$ cat src/rtl/pe_ctrl_pkg.sv
// rtl/pe_ctrl_pkg.sv - shared types and constants for the PE02 context sequencer
package pe_ctrl_pkg;

    localparam int CTRL_WIDTH = 11;

    // Control word field widths: output(3)_op1(3)_op2(3)_opcode(2)
    localparam int OUT_W = 3;
    localparam int OP1_W = 3;
    localparam int OP2_W = 3;
    localparam int OPC_W = 2;

    localparam logic [OPC_W-1:0] OPC_ADD = 2'b00;  // add / route
    localparam logic [OPC_W-1:0] OPC_MUL = 2'b10;
    localparam logic [OPC_W-1:0] OPC_DIV = 2'b11;

    typedef struct packed {
        logic [OUT_W-1:0] out_sel;
        logic [OP1_W-1:0] op1_sel;
        logic [OP2_W-1:0] op2_sel;
        logic [OPC_W-1:0] opcode;
    } pe_ctrl_t;

    typedef enum logic [1:0] {
        IDLE,
        RUN,
        DONE
    } seq_state_t;

endpackage

$ cat src/rtl/pe_ctx_mem.sv
// rtl/pe_ctx_mem.sv - context register file, one sync write port, one async read port
module pe_ctx_mem #(
    parameter  int DEPTH      = 16,
    parameter  int CTRL_WIDTH = 11,
    localparam int ADDR_W     = $clog2(DEPTH)
) (
    input  logic                  clk,
    input  logic                  we,
    input  logic [ADDR_W-1:0]     waddr,
    input  logic [CTRL_WIDTH-1:0] wdata,
    input  logic [ADDR_W-1:0]     raddr,
    output logic [CTRL_WIDTH-1:0] rdata
);

    logic [CTRL_WIDTH-1:0] mem [DEPTH];

    // Contents survive reset so a program can be replayed after an abort
    always_ff @(posedge clk) begin
        if (we) begin
            mem[waddr] <= wdata;
        end
    end

    assign rdata = mem[raddr];

endmodule

$ cat src/rtl/pe_ctrl_sequencer.sv
// rtl/pe_ctrl_sequencer.sv - issues a looped program of PE02 control words
module pe_ctrl_sequencer #(
    parameter  int CTRL_WIDTH = 11,
    parameter  int DEPTH      = 16,
    parameter  int LOOP_W     = 8,
    localparam int ADDR_W     = $clog2(DEPTH)
) (
    input  logic                  clk,
    input  logic                  rst_n,
    input  logic                  cfg_we,
    input  logic [ADDR_W-1:0]     cfg_addr,
    input  logic [CTRL_WIDTH-1:0] cfg_wdata,
    input  logic [ADDR_W:0]       seq_len,
    input  logic [LOOP_W-1:0]     loop_cnt,
    input  logic                  start,
    input  logic                  stall,
    output logic [CTRL_WIDTH-1:0] ctrl_out,
    output logic                  ctrl_valid,
    output logic [ADDR_W-1:0]     pc,
    output logic                  busy,
    output logic                  done,
    output logic                  cfg_err
);

    import pe_ctrl_pkg::*;

    localparam logic [ADDR_W:0] DEPTH_L = (ADDR_W+1)'(DEPTH);
    localparam logic [ADDR_W:0] LEN_ONE = {{ADDR_W{1'b0}}, 1'b1};

    seq_state_t            state;
    logic [ADDR_W:0]       len_q;
    logic [LOOP_W-1:0]     loops_q;
    logic [LOOP_W-1:0]     iter;
    logic                  last_q;     // the word now on ctrl_out is the final one
    logic [ADDR_W:0]       seq_len_clip;
    logic                  pc_at_end;
    logic                  mem_we;
    logic [CTRL_WIDTH-1:0] rd_data;

    assign seq_len_clip = (seq_len > DEPTH_L) ? DEPTH_L : seq_len;
    assign pc_at_end    = ({1'b0, pc} == (len_q - LEN_ONE));
    assign mem_we       = cfg_we && (state != RUN);

    // pc is 0 whenever the FSM is idle, so it also addresses the first word at start
    pe_ctx_mem #(
        .DEPTH      (DEPTH),
        .CTRL_WIDTH (CTRL_WIDTH)
    ) u_ctx_mem (
        .clk   (clk),
        .we    (mem_we),
        .waddr (cfg_addr),
        .wdata (cfg_wdata),
        .raddr (pc),
        .rdata (rd_data)
    );

    // Flag writes that arrive while a program is running; they are dropped
    always_ff @(posedge clk or negedge rst_n) begin
        if (!rst_n) begin
            cfg_err <= 1'b0;
        end else begin
            cfg_err <= cfg_we && (state == RUN);
        end
    end

    // Sequencer FSM: start latch, word issue with stall bubbles, loop counting, done pulse
    always_ff @(posedge clk or negedge rst_n) begin
        if (!rst_n) begin
            state      <= IDLE;
            ctrl_out   <= '0;
            ctrl_valid <= 1'b0;
            pc         <= '0;
            busy       <= 1'b0;
            done       <= 1'b0;
            len_q      <= '0;
            loops_q    <= '0;
            iter       <= '0;
            last_q     <= 1'b0;
        end else begin
            done <= 1'b0;
            case (state)
                IDLE: begin
                    if (start) begin
                        len_q   <= seq_len_clip;
                        loops_q <= loop_cnt;
                        if (seq_len_clip == '0) begin
                            done  <= 1'b1;
                            state <= DONE;
                        end else begin
                            ctrl_out   <= rd_data;
                            ctrl_valid <= 1'b1;
                            busy       <= 1'b1;
                            state      <= RUN;
                            last_q     <= (seq_len_clip == LEN_ONE) && (loop_cnt == '0);
                            // A one-word program wraps immediately, finishing iteration 0
                            if (seq_len_clip == LEN_ONE) begin
                                pc   <= '0;
                                iter <= LOOP_W'(1);
                            end else begin
                                pc   <= {{(ADDR_W-1){1'b0}}, 1'b1};
                                iter <= '0;
                            end
                        end
                    end
                end
                RUN: begin
                    if (last_q) begin
                        // Completion is not delayed by stall
                        ctrl_valid <= 1'b0;
                        busy       <= 1'b0;
                        done       <= 1'b1;
                        last_q     <= 1'b0;
                        pc         <= '0;
                        state      <= DONE;
                    end else if (stall) begin
                        ctrl_valid <= 1'b0;
                    end else begin
                        ctrl_out   <= rd_data;
                        ctrl_valid <= 1'b1;
                        // Compare before incrementing so iter never needs to exceed loops_q
                        last_q     <= pc_at_end && (iter == loops_q);
                        if (pc_at_end) begin
                            pc   <= '0;
                            iter <= iter + 1'b1;
                        end else begin
                            pc <= pc + 1'b1;
                        end
                    end
                end
                DONE: begin
                    state <= IDLE;
                end
                default: begin
                    state <= IDLE;
                end
            endcase
        end
    end

endmodule

$ cat config.mk
export PLATFORM = sky130hd
export DESIGN_NAME = pe_ctrl_sequencer
export DESIGN_NICKNAME = d
export VERILOG_FILES = /design/src/rtl/pe_ctrl_pkg.sv /design/src/rtl/pe_ctx_mem.sv /design/src/rtl/pe_ctrl_sequencer.sv
export SDC_FILE = /design/constraint.sdc
export NUM_CORES = 1
export LEC_CHECK = 0
export ABC_AREA = 1
export BUFFER_PORTS_ARGS = -buffer_cell sky130_fd_sc_hd__buf_2
export CAP_MARGIN = 40
export CORE_MARGIN = 4
export CORE_UTILIZATION = 45
export DETAILED_ROUTE_END_ITERATION = 8
export PLACE_DENSITY = 0.72
export SLEW_MARGIN = 0
export SYNTH_ARGS = -nofsm -noshare
export SYNTH_HDL_FRONTEND = slang
export SYNTH_HIERARCHICAL = 1
export SYNTH_SLANG_ARGS = --single-unit
$ cat constraint.sdc
create_clock -name clk -period 1.88 [get_ports clk]
set_clock_uncertainty 0.2 [all_clocks]
set_input_delay 0.282 -clock clk [delete_from_list [all_inputs] [get_ports clk]]
set_output_delay 0.282 -clock clk [all_outputs]
set_load 0.02 [all_outputs]
Word level (Yosys, flattened, before mapping)
Memory sizes are Yosys's and may differ from the RTL's.
Cells that the tools add are included.

storage, ports and cells
  RAM bits = 176
  output and inout port bits = 19
  register bits = 43
  word-level logic and storage cells = 85
  input port bits = 33
  memories = 1

memories
  name           depth  width  rd ports  clocked after Yosys merged registers in  write ports  RTL line          text
  u_ctx_mem.mem  16     11     1         0                                        1            pe_ctx_mem.sv:15  logic [CTRL_WIDTH-1:0] mem [DEPTH];

cells by class
  multiplexer cells = 42
  add/subtract/negate cells = 3
  $lt $le $gt $ge = 1
  equality and inequality tests = 12
  reductions and logical operators = 15

operator list
  operator                                             count
  two-way mux 11 bit                                   4
  two-way mux 8 bit                                    5
  one-hot mux 11 bit (2 select lines)                  1
  two-way mux 4 bit                                    5
  two-way mux 1 bit                                    16
  one-hot mux 8 bit (2 select lines)                   1
  inequality test 2 bit, second input constant         6
  adder 8 x 1 -> 8 bit, second input constant          1
  equality test 8 bit                                  1
  logical NOT 8 bit                                    1
  one-hot mux 1 bit (2 select lines)                   4
  one-hot mux 4 bit (2 select lines)                   1
  AND reduction 4 bit                                  2
  two-way mux 2 bit                                    3
  AND reduction 6 bit                                  1
  equality test 4 x 5 -> 1 bit                         1
  equality test 5 x 1 -> 1 bit, second input constant  1
  > comparator 5 bit, second input constant            1
  logical NOT 5 bit                                    1
  two-way mux 5 bit                                    1
  AND reduction 5 bit                                  1
  subtractor 5 x 1 -> 5 bit, second input constant     1
  adder 4 x 1 -> 4 bit, second input constant          1
  logical AND 1 bit                                    4
  8 further kinds                                      9

Depth between registers and ports, before layout
  depth after elaboration = 7
  depth in mapped cells = 13
  gate-level depth less buffers = 13

Hierarchy
The synthesis kept the hierarchy.

modules (own cells, without submodules)
  module             area each (um^2)  instances  cells each  sequential area each (um^2)
  pe_ctx_mem         7628.6            1          736         5285.1
  pe_ctrl_sequencer  2290.9            1          317         1076.0

Worst setup path before layout
OpenSTA, ideal clock, no wires.

  path kind = reg2reg
  start point = reg state[0]
  end point = mem u_ctx_mem.mem[12][0], enable pin
  stages on the path, launching flop included = 6
  required time = 1.302 ns
  library setup time = 0.378 ns
  path buffers = 0
  data arrival time = 1.335 ns
  slack = -0.033 ns
  period minus slack after synthesis = 1.913 ns
  cell sequence = dfrtp_1 > inv_2 > nor2_4 > nor2_1 > nand3_1 > nor2_1

between the ends
  longest elaborated chain between the ends = 4

ends and longest elaborated chain
  element                                  RTL line                 text
  from (decl)                              pe_ctrl_sequencer.sv:30  seq_state_t state;
  from (signal assigned)                   pe_ctrl_sequencer.sv:69  state <= IDLE;
  from (signal assigned)                   pe_ctrl_sequencer.sv:88  state <= DONE;
  from (signal assigned)                   pe_ctrl_sequencer.sv:93  state <= RUN;
  inequality test 2 x 1 -> 1 bit           pe_ctrl_sequencer.sv:42  assign mem_we = cfg_we && (state != RUN);
  logical AND 1 bit                        pe_ctrl_sequencer.sv:42
  named net mem_we                         pe_ctrl_sequencer.sv:37  logic mem_we;
  two-way mux 1 bit                        pe_ctx_mem.sv:19         if (we) begin
  two-way mux 1 bit (implied by the code)  pe_ctx_mem.sv:20         mem[waddr] <= wdata;
  to (decl)                                pe_ctx_mem.sv:15

The timed path passes the listed nets, and every way through them passes these cells.

Final worst setup path
  start point = reg state[0]
  end point = mem u_ctx_mem.mem[11][1], enable pin

The elaborated chain is that of the path after synthesis.

==> results.cfg <==
[placed_design]
port_buffers = 51
dpl.hpwl_mm = 14.8
post_dp_cell_area_um2 = 10800
globalplace.congestion = 0.867
place_ws_ns = -0.0298

[sta]
timing.fmax_mhz = 532
setup_viol = 0
hold_viol_final = 0
worst_slack_ns = 0.000125
worst_pin_slew_ns = 0.457
fin_crit_ns = 1.88
grt_setup_unrepaired = true
slew_violations = 0
fin_crit_sh = 1.00
max_slew_margin = 0.695

[layout]
n_antenna_cell = 0
drive_gt1_frac = 0.156
area_growth_pct = 21.6
final_nets = 1217
regArea_um2 = 6360
multi_input_area_um2 = 2760
final.fill_count = 1796
final_area_um2 = 12100

[global_route]
grt_pass1_vias = 7010
grtUsageMet2 = 0.306
grt_use_total = 0.187
grt_pass1_wl_mm = 36.4
antenna_found_initial = 0
grt-busiest-layer = met2
overflow = 0
use_met1 = 0.258
grt_max_degree = 69
met3_usage = 0.0285

[cts]
htree_levels = 1
clockBufferDepth = 3
cts_root_buf = clkbuf_16
cts_buffers = 23
cts_tree = built
clock_sinks = 219
clk_pin_slew_ns = 0.07
worstSkewPairLatency_ns = 0.52

[detailed_routing]
antenna_left = 0
wire_per_inst_um = 15.9
drc = 0
dr.pass1.iters = 5
drt-total-wl_mm = 23.5
viasPerCell = 5.03
drt_iter0_drc = 689
via_count = 7430

[floorplanning]
initial_core_util = 0.456
die_h_um = 156
die_x_um = 156
fp.coreArea_um2 = 21800
pin_count = 52
rows = 54
die_area_um2 = 24500

[worst_setup_path]
startpoint_type = flip-flop
cp_max_fo = 6
worst_path_largest_cell_delay_ns = 0.37
crit_end = u_ctx_mem/mem[11][1]
reg2reg_from = state[0]
cp_num_buf_inv = 3
worstSetupEndpointType = flip-flop
crit_start = state[0]
r2r_end = u_ctx_mem/mem[11][1]
crit_path_cell_trace = inv_2, nor2_4, nor2_4, buf_6, nand3b_1, nor2_2, buf_6
critPathTopFamily = simple AND/OR/NAND/NOR gates
r2r_slack_ns = 0.0001
worstPathRequired_ns = 1.90
arrival_ns = 1.90
crit_type = reg2reg
crit_cells = 7
slowest_stage = dfrtp_1
reg2reg_depth = 7

[logic_synthesis]
yosysTopAreaCell = edfxtp_1
ys_types = 28
synth_top_family_by_area = simple AND/OR/NAND/NOR gates
ys_warn_count = 6
ys_seq_area_frac = 0.641
synth.avg_cell_area_um2 = 9.42
syn-num-nets = 1089
synth-edff-count = 176
ys_seq_elements = 219
synth_compound_area_frac = 0.0126
syn_inst = 1053
ys_async_sr_fraction = 0.196
synthMuxAreaShare = 0
synthSimpleGateAreaFrac = 0.246
synthTopCellsByArea = edfxtp_1 53%, nand2_1 14%, dfrtp_1 11%
synth_top_cell_area_share = 0.533
syn_area_um2 = 9920
synthXorXnorAreaFrac = 0.00618
synthTopCellsByCount = 361 x nand2_1, 176 x edfxtp_1, 168 x inv_1, 153 x nand3_1, 53 x nor2_1
synth.most_common_cell = nand2_1
yosys.area_share.adder = 0.00378
synth_ff_type = edfxtp_1

[flow_run]
maxCapViolCount = 0

[pwr]
vdd_ir_drop_max_v = 0.000744
p_total_mw = 17.0
p_leak_nw = 5.49
p_per_area_nw_per_um2 = 1410

[hold_path]
hp-class = in2async

[outcome]
status = complete, no violations
[metrics by stage]
stage | util | TNS (ns) | std cells | hold WS (ns)
after floorplan | - | -4.29 | 1053 | -0.214
after global placement | 0.497 | 0 | 1399 | 0.0556
after detailed placement | 0.497 | -0.0625 | 1399 | 0.0546
after CTS | 0.545 | 0 | 1469 | 0.0495
after global routing | 0.555 | -2.31 | 1478 | 0.0798
final | 0.555 | 0 | 1478 | 0.0536
[worst reg2reg max path: cells and delay by family (launching register included)]
family | cells | cell delay (ns)
buffers and inverters | 3 | 0.39
AND/OR/NAND/NOR | 4 | 0.62
flip-flops | 1 | 0.37
[power breakdown]
part / switching, mW / internal (mW)
Sequential: 0.324 / 5.72
Clock: 1.86 / 2.67
Combinational: 4.19 / 2.28
[final cells by class]
cell class	instances	area share
clock inverter	17	0.0145
tap	280	0.0290
sequential	219	0.527
timing repair buffer	143	0.0974
inverter	175	0.0549
clock buffer	25	0.0483
multi-input combinational	619	0.228
[routing by layer]
metal | wire length (um) | vias up
li1 | - | 3613
met5 | 0 | -
met4 | 583 | 0
met1 | 10100 | 3485
met2 | 11100 | 288
met3 | 1760 | 44
[state kept, by name (all words and copies together) (netlist names), 2 cells and up]
name and flops:
ctrl_out 11, iter 8, len_q 5, loops_q 8
pc 4, state 2, u_ctx_mem/mem 176
[repair_timing]
item,CTS,global route
gates cloned,0,3
buffers inserted,0,6
pin swaps,0,14
hold endpoints to repair,223,0
hold buffers,28,0
endpoints found under the setup margin,19,181
resized for setup,4,40
[layout by cell type (no fill, tap or decap), drive strengths merged, types with 3 or more instances in the layout]
master,netlist,final
o21ai,18,18
clkinv,0,11
ha,3,3
nand4,4,4
nand2,366,366
bufinv,0,3
dfrtp,43,43
edfxtp,176,176
xor2,6,6
clkbuf,9,26
nand3,154,154
nor2,54,54
buf,31,114
inv,175,176
dlygate4sd3,0,28
a21oi,4,4
[cells by family after synthesis]
logic type / after synthesis
xor+xnor: 7
buf+inv: 215
flops: 219
compound gates: 24
fa+ha+maj: 3
simple gates: 585
[worst min-delay path by stage]
stage,to,cells past startpoint,start
detailed placement,len_q[3],1,rst_n
finish,pc[2],2,rst_n
global placement,len_q[3],1,rst_n
floorplan,busy,0,rst_n
CTS,pc[2],2,rst_n
global route,pc[2],2,rst_n
Power figures use the tool's default switching activity.
